[config.mk]
export PLATFORM = sky130hd
export DESIGN_NAME = pipeline_stage_fetch
export DESIGN_NICKNAME = d
export VERILOG_FILES = /design/src/rtl/pipeline_stage_fetch.sv
export SDC_FILE = /design/constraint.sdc
export NUM_CORES = 1
export LEC_CHECK = 0
export BUFFER_PORTS_ARGS = -buffer_cell sky130_fd_sc_hd__buf_2
export CAP_MARGIN = 20
export CORE_ASPECT_RATIO = 1.25
export CORE_MARGIN = 4
export CORE_UTILIZATION = 45
export DETAILED_ROUTE_END_ITERATION = 10
export GPL_ROUTABILITY_DRIVEN = 0
export PLACE_DENSITY = 0.65
export SLEW_MARGIN = 10
export SYNTH_ARGS = -nofsm -noshare
export SYNTH_HDL_FRONTEND = slang
export SYNTH_SLANG_ARGS = --single-unit
[constraint.sdc]
create_clock -name clock -period 7.4 [get_ports clock]
set_input_delay 0.37 -clock clock [delete_from_list [all_inputs] [get_ports clock]]
set_output_delay 0.37 -clock clock [all_outputs]
set_load 0.05 [all_outputs]
[src/rtl/pipeline_stage_fetch.sv]
// MIPS fetch stage: owns the PC, issues in-order word fetches, and feeds decode through a
// registered output slot backed by a one-entry skid buffer. Honours decode stall and delayed jumps.
module pipeline_stage_fetch #(
    parameter logic [31:0] RESET_PC = 32'h0000_3000,
    parameter logic [31:0] NOP_WORD = 32'h0000_0000
) (
    input  logic        clock,
    input  logic        reset,
    input  logic        stallOnDecode,
    input  logic        jumpEnabled,
    input  logic [31:0] jumpValue,
    output logic        imemReqValid,
    output logic [31:0] imemReqAddr,
    input  logic        imemReqReady,
    input  logic        imemRespValid,
    input  logic [31:0] imemRespData,
    output logic [31:0] fetchProgramCounter,
    output logic [31:0] fetchInstruction,
    output logic        fetchValid
);

    logic [31:0] pc_next_q, pc_next_d;
    logic        outstanding_q, outstanding_d;
    logic [31:0] req_pc_q, req_pc_d;
    logic        buf_valid_q, buf_valid_d;
    logic [31:0] buf_pc_q, buf_pc_d;
    logic [31:0] buf_instr_q, buf_instr_d;
    logic        redirect_pending_q, redirect_pending_d;
    logic [31:0] redirect_target_q, redirect_target_d;
    logic        fetch_valid_q, fetch_valid_d;
    logic [31:0] fetch_pc_q, fetch_pc_d;
    logic [31:0] fetch_instr_q, fetch_instr_d;

    logic resp_ok;
    logic handshake;
    logic jump_fire;
    logic jump_early;
    logic jump_late;

    assign fetchValid          = fetch_valid_q;
    assign fetchProgramCounter = fetch_pc_q;
    assign fetchInstruction    = fetch_instr_q;

    always_comb begin
        pc_next_d          = pc_next_q;
        outstanding_d      = outstanding_q;
        req_pc_d           = req_pc_q;
        buf_valid_d        = buf_valid_q;
        buf_pc_d           = buf_pc_q;
        buf_instr_d        = buf_instr_q;
        redirect_pending_d = redirect_pending_q;
        redirect_target_d  = redirect_target_q;
        fetch_valid_d      = fetch_valid_q;
        fetch_pc_d         = fetch_pc_q;
        fetch_instr_d      = fetch_instr_q;

        resp_ok   = imemRespValid && outstanding_q;
        jump_fire = jumpEnabled && fetch_valid_q && !stallOnDecode;
        // early: delay slot not yet requested; late: delay slot already in flight or buffered
        jump_early = jump_fire && (pc_next_q == fetch_pc_q + 32'd4);
        jump_late  = jump_fire && (pc_next_q == fetch_pc_q + 32'd8);

        imemReqValid = !reset && !buf_valid_q &&
                       (!outstanding_q || (imemRespValid && !stallOnDecode));
        imemReqAddr  = jump_late ? jumpValue : pc_next_q;
        handshake    = imemReqValid && imemReqReady;

        if (resp_ok)
            outstanding_d = 1'b0;

        if (handshake) begin
            outstanding_d = 1'b1;
            req_pc_d      = imemReqAddr;
            if (redirect_pending_q) begin
                pc_next_d          = redirect_target_q;
                redirect_pending_d = 1'b0;
            end else if (jump_early) begin
                pc_next_d = jumpValue;
            end else begin
                pc_next_d = imemReqAddr + 32'd4;
            end
        end else if (jump_early) begin
            redirect_pending_d = 1'b1;
            redirect_target_d  = jumpValue;
        end else if (jump_late) begin
            // delay slot already fetched, so the target is simply the next address
            pc_next_d = jumpValue;
        end

        if (!stallOnDecode) begin
            if (buf_valid_q) begin
                fetch_valid_d = 1'b1;
                fetch_pc_d    = buf_pc_q;
                fetch_instr_d = buf_instr_q;
                buf_valid_d   = 1'b0;
            end else if (resp_ok) begin
                fetch_valid_d = 1'b1;
                fetch_pc_d    = req_pc_q;
                fetch_instr_d = imemRespData;
            end else begin
                fetch_valid_d = 1'b0;
                fetch_instr_d = NOP_WORD;
            end
        end else if (resp_ok) begin
            buf_valid_d = 1'b1;
            buf_pc_d    = req_pc_q;
            buf_instr_d = imemRespData;
        end
    end

    always_ff @(posedge clock) begin
        if (reset) begin
            pc_next_q          <= RESET_PC;
            outstanding_q      <= 1'b0;
            req_pc_q           <= 32'd0;
            buf_valid_q        <= 1'b0;
            buf_pc_q           <= 32'd0;
            buf_instr_q        <= NOP_WORD;
            redirect_pending_q <= 1'b0;
            redirect_target_q  <= 32'd0;
            fetch_valid_q      <= 1'b0;
            fetch_pc_q         <= 32'd0;
            fetch_instr_q      <= NOP_WORD;
        end else begin
            pc_next_q          <= pc_next_d;
            outstanding_q      <= outstanding_d;
            req_pc_q           <= req_pc_d;
            buf_valid_q        <= buf_valid_d;
            buf_pc_q           <= buf_pc_d;
            buf_instr_q        <= buf_instr_d;
            redirect_pending_q <= redirect_pending_d;
            redirect_target_q  <= redirect_target_d;
            fetch_valid_q      <= fetch_valid_d;
            fetch_pc_q         <= fetch_pc_d;
            fetch_instr_q      <= fetch_instr_d;
        end
    end

endmodule

## Word-level counts from Yosys, hierarchy flattened

Index checks and enable logic that the tools add are counted.

- Bitwise gates (word level): 2
- Eq/ne operators: 3
- Reductions and logical operators: 21
- Mux-type cells: 13
- Add/sub/neg operators: 3

Operators by type and width:

| cell | count |
|---|---|
| $mux W32 | 9 |
| $add A32 B3 Y32 const B | 2 |
| $eq A32 B32 Y1 | 2 |
| $add A32 B4 Y32 const B | 1 |
| $logic_and A1 B1 Y1 | 9 |
| $reduce_and A2 Y1 | 3 |
| $logic_not A1 Y1 | 4 |
| $mux W1 | 4 |
| $reduce_bool A2 Y1 | 2 |
| $reduce_or A2 Y1 | 2 |
| $ne A2 B2 Y1 const B | 1 |
| $not A1 Y1 | 2 |
| $logic_or A1 B1 Y1 | 1 |

- Register bits after elaboration: 228
- Output and inout bits: 98
- Logic and storage cells: 53
- Input bits: 70

## Longest topological paths before layout

Gate-level depths: netlist (run 1).

- Word-level depth: 8
- Gate-level depth with buffers: 24
- Mapped depth without buffers: 19

## Least setup slack after synthesis (run 1)

Ideal clock, no wire load.

- Path type: reg2reg
- Start: register fetch_pc_q[3], in the netlist fetchProgramCounter[3]
- End: register pc_next_q[30]
- Cell stages (with the launch flop): 24
- Library setup time: 0.074 ns
- Data arrival time: 5.706 ns
- Data required time: 7.326 ns
- Setup slack: 1.620 ns
- Path buffers: 5
- Period minus slack after synthesis: 5.780 ns
- Cells stage by stage: dfxtp_1 > ha_1 > and3_1 > clkbuf_1 > and4_1 > buf_4 > a41oi_1 > nor4_1 > nand4_1 > nor4_4 > buf_4 > buf_2 > mux2i_1 > inv_1 > ha_1 > clkbuf_1 > nand4_1 > nor3_1 > and3_1 > and3_1 > mux2_1 > o21ai_1 > or4_1 > a31oi_1

- Cells in the longest elaborated chain, start to end: 8
- Elaborated cells on any way between the ends: 13
- Those cells by class: 3 x add/sub; 3 x eq/ne; 5 x mux; 2 x reduce/logical

RTL lines:

| what | line | RTL |
|---|---|---|
| start, declared | 31 | `logic [31:0] fetch_pc_q, fetch_pc_d;` |
| start signal, assigned | 134 | `fetch_pc_q <= fetch_pc_d;` |
| $add A32 B4 Y32 | 61 | `jump_late = jump_fire && (pc_next_q == fetch_pc_q + 32'd8);` |
| $eq A32 B32 Y1 | 61 |  |
| $logic_and A1 B1 Y1 | 61 |  |
| $mux W32 | n/a |  |
| net imemReqAddr[3] | 13 | `output logic [31:0] imemReqAddr,` |
| $add A32 B3 Y32 | 80 | `pc_next_d = imemReqAddr + 32'd4;` |
| $mux W32 | 77 | `end else if (jump_early) begin` |
| $mux W32 | 74 | `if (redirect_pending_q) begin` |
| $mux W32 | 71 | `if (handshake) begin` |
| end signal, assigned | 125 | `pc_next_q <= pc_next_d;` |
| end, declared | 22 | `logic [31:0] pc_next_q, pc_next_d;` |

The timed path passes the listed nets, and every way through them passes these cells. The select of a mux whose other input is x is not followed.
A chain may end at the register's enable or synchronous reset.

## Worst setup path in the final report (run 1)

- Start: register fetch_pc_q[4], in the netlist fetchProgramCounter[4]
- End: register pc_next_q[30]

- Cells in the longest elaborated chain, start to end: 8
- Elaborated cells on any way between the ends: 13
- Those cells by class: 3 x add/sub; 3 x eq/ne; 5 x mux; 2 x reduce/logical

RTL lines:

| what | line |
|---|---|
| $add A32 B4 Y32 | 61 |
| $eq A32 B32 Y1 | 61 |
| $logic_and A1 B1 Y1 | 61 |
| $mux W32 | n/a |
| $add A32 B3 Y32 | 80 |
| $mux W32 | 77 |
| $mux W32 | 74 |
| $mux W32 | 71 |

Parallel ways exist; a longest one is shown, timed or not. The select of a mux whose other input is x is not followed.

==> results of run 1 <==
==> logic make-up (layout without fill, tap and decap cells) <==
| group | after synthesis | after routing | synth area share [%] |
|---|---|---|---|
| adder cells (fa/ha/maj) | 3 | 3 | 0.294 |
| AO/OA/AOI/OAI | 387 | 387 | 19.1 |
| flip-flops | 228 | 228 | 35.8 |
| buffers and inverters | 176 | 270 | 5.68 |
| multiplexers | 106 | 106 | 8.69 |
| XOR/XNOR | 65 | 65 | 4.46 |
| AND/OR/NAND/NOR | 691 | 691 | 26.1 |
==> synthesized netlist by cell type, drive strengths merged (24+ instances only) <==
master and instances:
a211oi 41, a21oi 140, a22oi 34, a31oi 24
and3 36, buf 44, clkbuf 91, dfxtp 228
inv 39, mux2 39, mux2i 67, nand2 291
nand3 94, nand4 39, nor2 108, nor3 31
o21ai 62, xnor2 38, xor2 27
==> layout make-up <==
class | instances | area [um2] | area share [%]
Clock buffer | 29 | 651 | 4.51
Clock inverter | 15 | 141 | 0.980
Inverter | 41 | 154 | 1.07
Multi-Input combinational cell | 1252 | 7490 | 52.0
Sequential cell | 228 | 4570 | 31.7
Tap cell | 350 | 438 | 3.04
Timing Repair Buffer | 185 | 977 | 6.77
==> worst max-delay path, cell delays in order (launching register included) <==
cell	delay, ns
dfxtp_1	0.51
ha_1	0.31
and3_1	0.32
and4_1	0.37
a41oi_1	0.16
nor4_1	0.36
nand4_1	0.22
nor4_4	0.42
mux2i_1	0.20
inv_1	0.11
ha_1	0.35
nand4_1	0.22
nor3_1	0.41
and3_1	0.24
and3_1	0.19
mux2_1	0.16
o21ai_1	0.08
or4_1	0.41
a31oi_1	0.16
==> registers in the layout, indices dropped and copies added, names as in the netlist <==
name                 count
req_pc_q                32
fetchInstruction        32
fetchProgramCounter     32
buf_pc_q                32
outstanding_q            1
buf_valid_q              1
pc_next_q               32
redirect_target_q       32
redirect_pending_q       1
fetchValid               1
buf_instr_q             32
==> per-stage QoR <==
stage / cell area (um2) / setup WS [ns] / hold slack, ns
floorplan: 12800 / 1.62 / 0.427
global placement: 13600 / 2.37 / 0.434
detailed placement: 13600 / 2.23 / 0.442
CTS: 14400 / 2.23 / 0.0753
global route: 14400 / 1.73 / 0.0878
finish: 14400 / 2.14 / 0.0887
==> worst max-delay path by stage <==
stage                            from         endpoint  slack [ns]
2_1_floorplan  fetchProgramCounter[3]    pc_next_q[30]        1.62
3_5_place_dp   fetchProgramCounter[4]    pc_next_q[30]        2.23
3_3_place_gp   fetchProgramCounter[4]    pc_next_q[30]        2.37
4_1_cts        fetchProgramCounter[4]  imemReqAddr[20]        2.23
5_1_grt        fetchProgramCounter[4]    pc_next_q[30]        1.73
6_report       fetchProgramCounter[4]    pc_next_q[30]        2.14
==> per-layer routing <==
layer	track usage, %	routed length, um
met5	0	43
met4	10.6	1880
met3	5.58	3660
met2	42.9	20300
met1	35.5	17800
==> where the power goes <==
part | total [W] | internal [W] | switching (W)
registers | 0.00130 | 0.00125 | 0.0000441
logic | 0.000349 | 0.000106 | 0.000243
clock network | 0.00122 | 0.000701 | 0.000519
total | 0.00287 | 0.00206 | 0.000806
==> out/metrics.yaml, run 1 <==
run_status: "finished, final reports clean"
start_kind: "flip-flop"
grt_use_total_pct: 26.9
cts_buffers: 24
clock_skew_ns: 0.0166
synth.distinct_cells: 67
ant_nets: 0
slew_headroom_pct: 25.4
synth_area_leader_cell: "dfxtp_1"
leakage_nw: 5.44
crit_fanout: 10
initial_core_util_pct: 45.9
wl_per_cell_um: 20.8
die-area_mm2: 0.0311
grt_pass1_wl_um: 67900
n_antenna_cell: 0
hpwlAfterDp_um: 30600
cts_tree: "done"
io_pins: 168
vias: 12800
overflow: 0
fin_crit_sh_pct: 71.1
hold_start: "imemRespData[5]"
critPathRequiredTime_ns: 7.86
final_core_util_pct: 51.8
route.detailed.drc: 0
synth_edf_count: 0
critPathKind: "reg -> reg"
rr_endpoint: "pc_next_q[30]"
fin_cells: 2100
viasPerCell: 6.09
syn_area_per_cell_um2: 7.71
synth_area_leaders: "dfxtp_1 36%, nand2_1 8.6%, a21oi_1 5.5%"
final-max-slew-violation-count: 0
cts_hold_buf: 0
die_height_um: 196
nets: 1805
syn_to_final_growth_pct: 13.0
end_kind: "flip-flop"
synth_seq_cells: 228
reg2reg_slack_ns: 2.14
worst_skew_pair.late_latency_ns: 0.53
cts_resized: 0
hold_depth: 3
yosysSeqAreaShare_pct: 35.8
critPathArrivalTime_ns: 5.72
finalSetupTns_ns: 0
cts.clk_slew.worst_paths_ns: 0.07
syn_area_mm2: 0.0128
post_cts_buffers: 0
synth_top_area_share_pct: 35.8
dp.cells: 2056
rows: 68
htreeDepth: 1
chipWidth_um: 159
period_needed_ns: 5.26
antenna_found_initial: 4
drive_above_1_share_pct: 16.5
setup_viol: 0
drtIter0Drc: 1046
fill_cells: 2676
portBuffers: 167
netlist_instances: 1656
hold_violations: 0
grt_max_degree: 98
reg2reg_from: "fetchProgramCounter[4]"
synth_flop_cell: "dfxtp_1"
reg2regPathDepth: 18
layout_common_cells: "290 x nand2_1, 227 x dfxtp_1, 166 x buf_2, 140 x a21oi_1, 106 x nor2_1"
grt_pass1_vias: 12100
cellPowerDensity_mw_per_mm2: 199
clock_sinks: 228
irDropWorstVdd_uv: 228
wl_um: 43600
holdCritPathClass: "in -> reg"
async_reset_ff_share_pct: 0
clock.fmax_mhz: 190
total_power_w: 0.00287
root_buffer: "clkbuf_16"
tightest_slew_ns: 1.12
min_to: "buf_instr_q[5]"
yosysWarnings: 0
rsz0062_at_grt: "no"
drt_pass1_iterations: 8
synth_nets: 1729
drv_cap: 0
layout_commonest_cell: "nand2_1"
clock_path_buffers: 3
core_mm2: 0.0278
(Power assumes the default switching activity.)
==> run 2: changes to the inputs <==
clock period = 5.5 ns   (was 7.4 ns; I/O delays follow)
==> run 2 against run 1 <==
Net effect: combinational power up 39%; clock skew up 0.0029 ns; core utilization up 0.83 points; via count up 0.48%; die area unchanged; register-to-register slack worse by 1.7 ns; cell area up 1.6%; flip-flop and latch count unchanged; non-clock buffer count up 29; sequential share of layout area down 0.35 points; critical path type is now reg -> out.
==> out/metrics.yaml, run 2 (same netlist as run 1, synthesis figures left out) <==
run_status: "finished, final reports clean"  # unchanged
whs_ns: 0.00924  # was 0.0887 ns
setup_viol: 0  # unchanged
drv_cap: 0  # unchanged
cpMaxStageDelayCell: "mux2i_1"  # was dfxtp_1
power_frac_comb_pct: 12.9  # was 12.2%
hold_violations: 0  # unchanged
route.detailed.drc: 0  # unchanged
nets: 1835  # was 1805
finalSetupTns_ns: 0  # unchanged
wl_per_cell_um: 20.6  # was 20.8 um
critPathTopFamily: "simple AND/OR/NAND/NOR gates"  # unchanged
slew_headroom_pct: 23.7  # was 25.4%
clock_path_buffers: 3  # unchanged
overflow: 0  # unchanged
final_core_util_pct: 52.7  # was 51.8%
wl_um: 43800  # was 43600 um
fin_cells: 2129  # was 2100
htreeDepth: 1  # unchanged
holdCritPathClass: "in -> reg"  # unchanged
rsz0062_at_grt: "no"  # unchanged
cts_tree: "done"  # unchanged
drtIter0Drc: 973  # was 1046
root_buffer: "clkbuf_16"  # unchanged
chipWidth_um: 159  # unchanged
crit_fanout: 49  # was 10
rows: 68  # unchanged
initial_core_util_pct: 45.9  # unchanged
io_pins: 168  # unchanged
irDropWorstVdd_uv: 286  # was 228 uV
pwr-share-seq_pct: 46.3  # was 45.3%
finalWorstSetupSlack_ns: 0.366  # was 2.14 ns
critPathKind: "reg -> out"  # was reg -> reg
layout_common_cells: "290 x nand2_1, 210 x dfxtp_1, 166 x buf_2, 140 x a21oi_1, 106 x nor2_1"  # was 290 x nand2_1, 227 x dfxtp_1, 166 x buf_2, 140 x a21oi_1, 106 x nor2_1
tightest_slew_ns: 1.14  # was 1.12 ns
die-area_mm2: 0.0311  # unchanged
hpwlAfterDp_um: 31000  # was 30600 um
ant_nets: 0  # unchanged
drive_above_1_share_pct: 17.8  # was 16.5%
worst-path-buf-inv: 3  # was 1
grt_pass1_vias: 11900  # was 12.1k
cts_buffers: 25  # was 24
vias: 12900  # was 12.8k
drt_pass1_iterations: 5  # was 8
syn_to_final_growth_pct: 14.8  # was 13.0%
clkPwrFrac_pct: 40.9  # was 42.6%
p_switching_w: 0.00107  # was 0.000806 W
dp.cells: 2069  # was 2056
dp_slack_ns: 0.403  # was 2.23 ns
fin_crit_sh_pct: 93.4
portBuffers: 167  # unchanged
viasPerCell: 6.04  # was 6.09
end_kind: "output pin"  # was flip-flop
p_sw_share_pct: 28.3  # was 28.1%
critPathRequiredTime_ns: 5.22  # was 7.86 ns
clock_skew_ns: 0.0195  # was 0.0166 ns
grt_max_degree: 98  # unchanged
period_needed_ns: 5.13
layout_commonest_cell: "nand2_1"  # unchanged
grt_use_total_pct: 27.1  # was 26.9%
start_kind: "flip-flop"  # unchanged
clock.fmax_mhz: 195
clock_sinks: 228  # unchanged
slowest_delay_ns: 0.67  # was 0.51 ns
worstPathCellList: "ha_1 -> and3_1 -> and4_1 -> a41oi_1 -> nor4_1 -> nand4_1 -> nor4_4 -> buf_4 -> mux2i_1 -> inv_1 -> buf_2"  # was ha_1 -> and3_1 -> and4_1 -> a41oi_1 -> nor4_1 -> nand4_1 -> nor4_4 -> mux2i_1 -> inv_1 -> ha_1 -> nand4_1 -> nor3_1 -> and3_1 -> and3_1 -> mux2_1 -> o21ai_1 -> or4_1 -> a31oi_1
cellPowerDensity_mw_per_mm2: 258  # was 199 mW/mm2
cts.clk_slew.worst_paths_ns: 0.06  # was 0.07 ns
worst_skew_pair.late_latency_ns: 0.53  # about the same
internal-power_w: 0.00270  # was 0.00206 W
die_height_um: 196  # unchanged
antenna_found_initial: 4  # unchanged
grt_pass1_wl_um: 67800  # was 67900 um
leakage_nw: 5.54  # was 5.44 nW
final-max-slew-violation-count: 0  # unchanged
core_mm2: 0.0278  # unchanged
critPathArrivalTime_ns: 4.86  # was 5.72 ns
==> run 2: cell types whose count changed in the layout (fill, tap and decap cells not counted), sizes merged <==
cell         change
buf             +13
clkinv           -3
bufinv           -2
inv              -1
diode            +2
clkbuf           +4
dlygate4sd3     +16
==> run 2: metrics by stage <==
stage	total power, W	cell area [um2]
after global routing	0.00391	14600
after CTS	0.00379	14600
after floorplan	0.00209	12800
after detailed placement	0.00225	13800
final	0.00377	14700
after global placement	0.00225	13800
==> run 2: power groups by stage <==
stage          clock [W]  sequential, W  combinational, W
2_1_floorplan          0        0.00181          0.000279
3_3_place_gp           0        0.00178          0.000470
3_5_place_dp           0        0.00178          0.000471
4_1_cts          0.00156        0.00175          0.000481
5_1_grt          0.00164        0.00175          0.000521
6_report         0.00154        0.00175          0.000485
==> run 2: final timing paths <==
kind	from	slack, ns	endpoint	cells after the start
worst max-delay path	fetchProgramCounter[4]	0.37	imemReqAddr[24]	11
worst min-delay path	imemRespData[15]	0.009	buf_instr_q[15]	3
worst max register to register	fetchProgramCounter[4]	0.40	pc_next_q[30]	18
worst min register to register	redirect_target_q[8]	0.45	redirect_target_q[8]	2
==> run 2: routing by layer <==
| layer | share of wire (%) | track usage [%] |
|---|---|---|
| met5 | 0.048 | 0 |
| met3 | 8.3 | 5.43 |
| met4 | 4.5 | 11.2 |
| met2 | 46 | 43.3 |
| met1 | 41 | 35.6 |
==> run 2: layout make-up <==
cell class	count	area, um2
diodes	2	5.00
well taps	350	438
flip-flops and latches	228	4590
repair buffers	214	1230
fillers	2705	13200
inverters	41	154
multi-input cells	1252	7500
clock buffers	33	676
clock inverters	9	57.6
==> run 2: repair_timing <==
item / CTS / global route
endpoints found under the hold margin: 16 / 0
setup endpoints to repair: 0 / 1
setup buffers: 0 / 0
hold buffers: 16 / 0
resized for setup: 0 / 1
==> run 2: worst reg2reg max path, cell delays in order, from the launching register on <==
cell	delay, ns
dfxtp_2	0.43
ha_1	0.27
and3_1	0.35
and4_1	0.39
a41oi_1	0.15
nor4_1	0.35
nand4_1	0.22
nor4_4	0.48
mux2i_1	0.20
inv_2	0.09
ha_1	0.34
nand4_1	0.25
nor3_2	0.31
and3_1	0.21
and3_1	0.18
mux2_1	0.16
o21ai_1	0.08
or4_1	0.40
a31oi_1	0.17
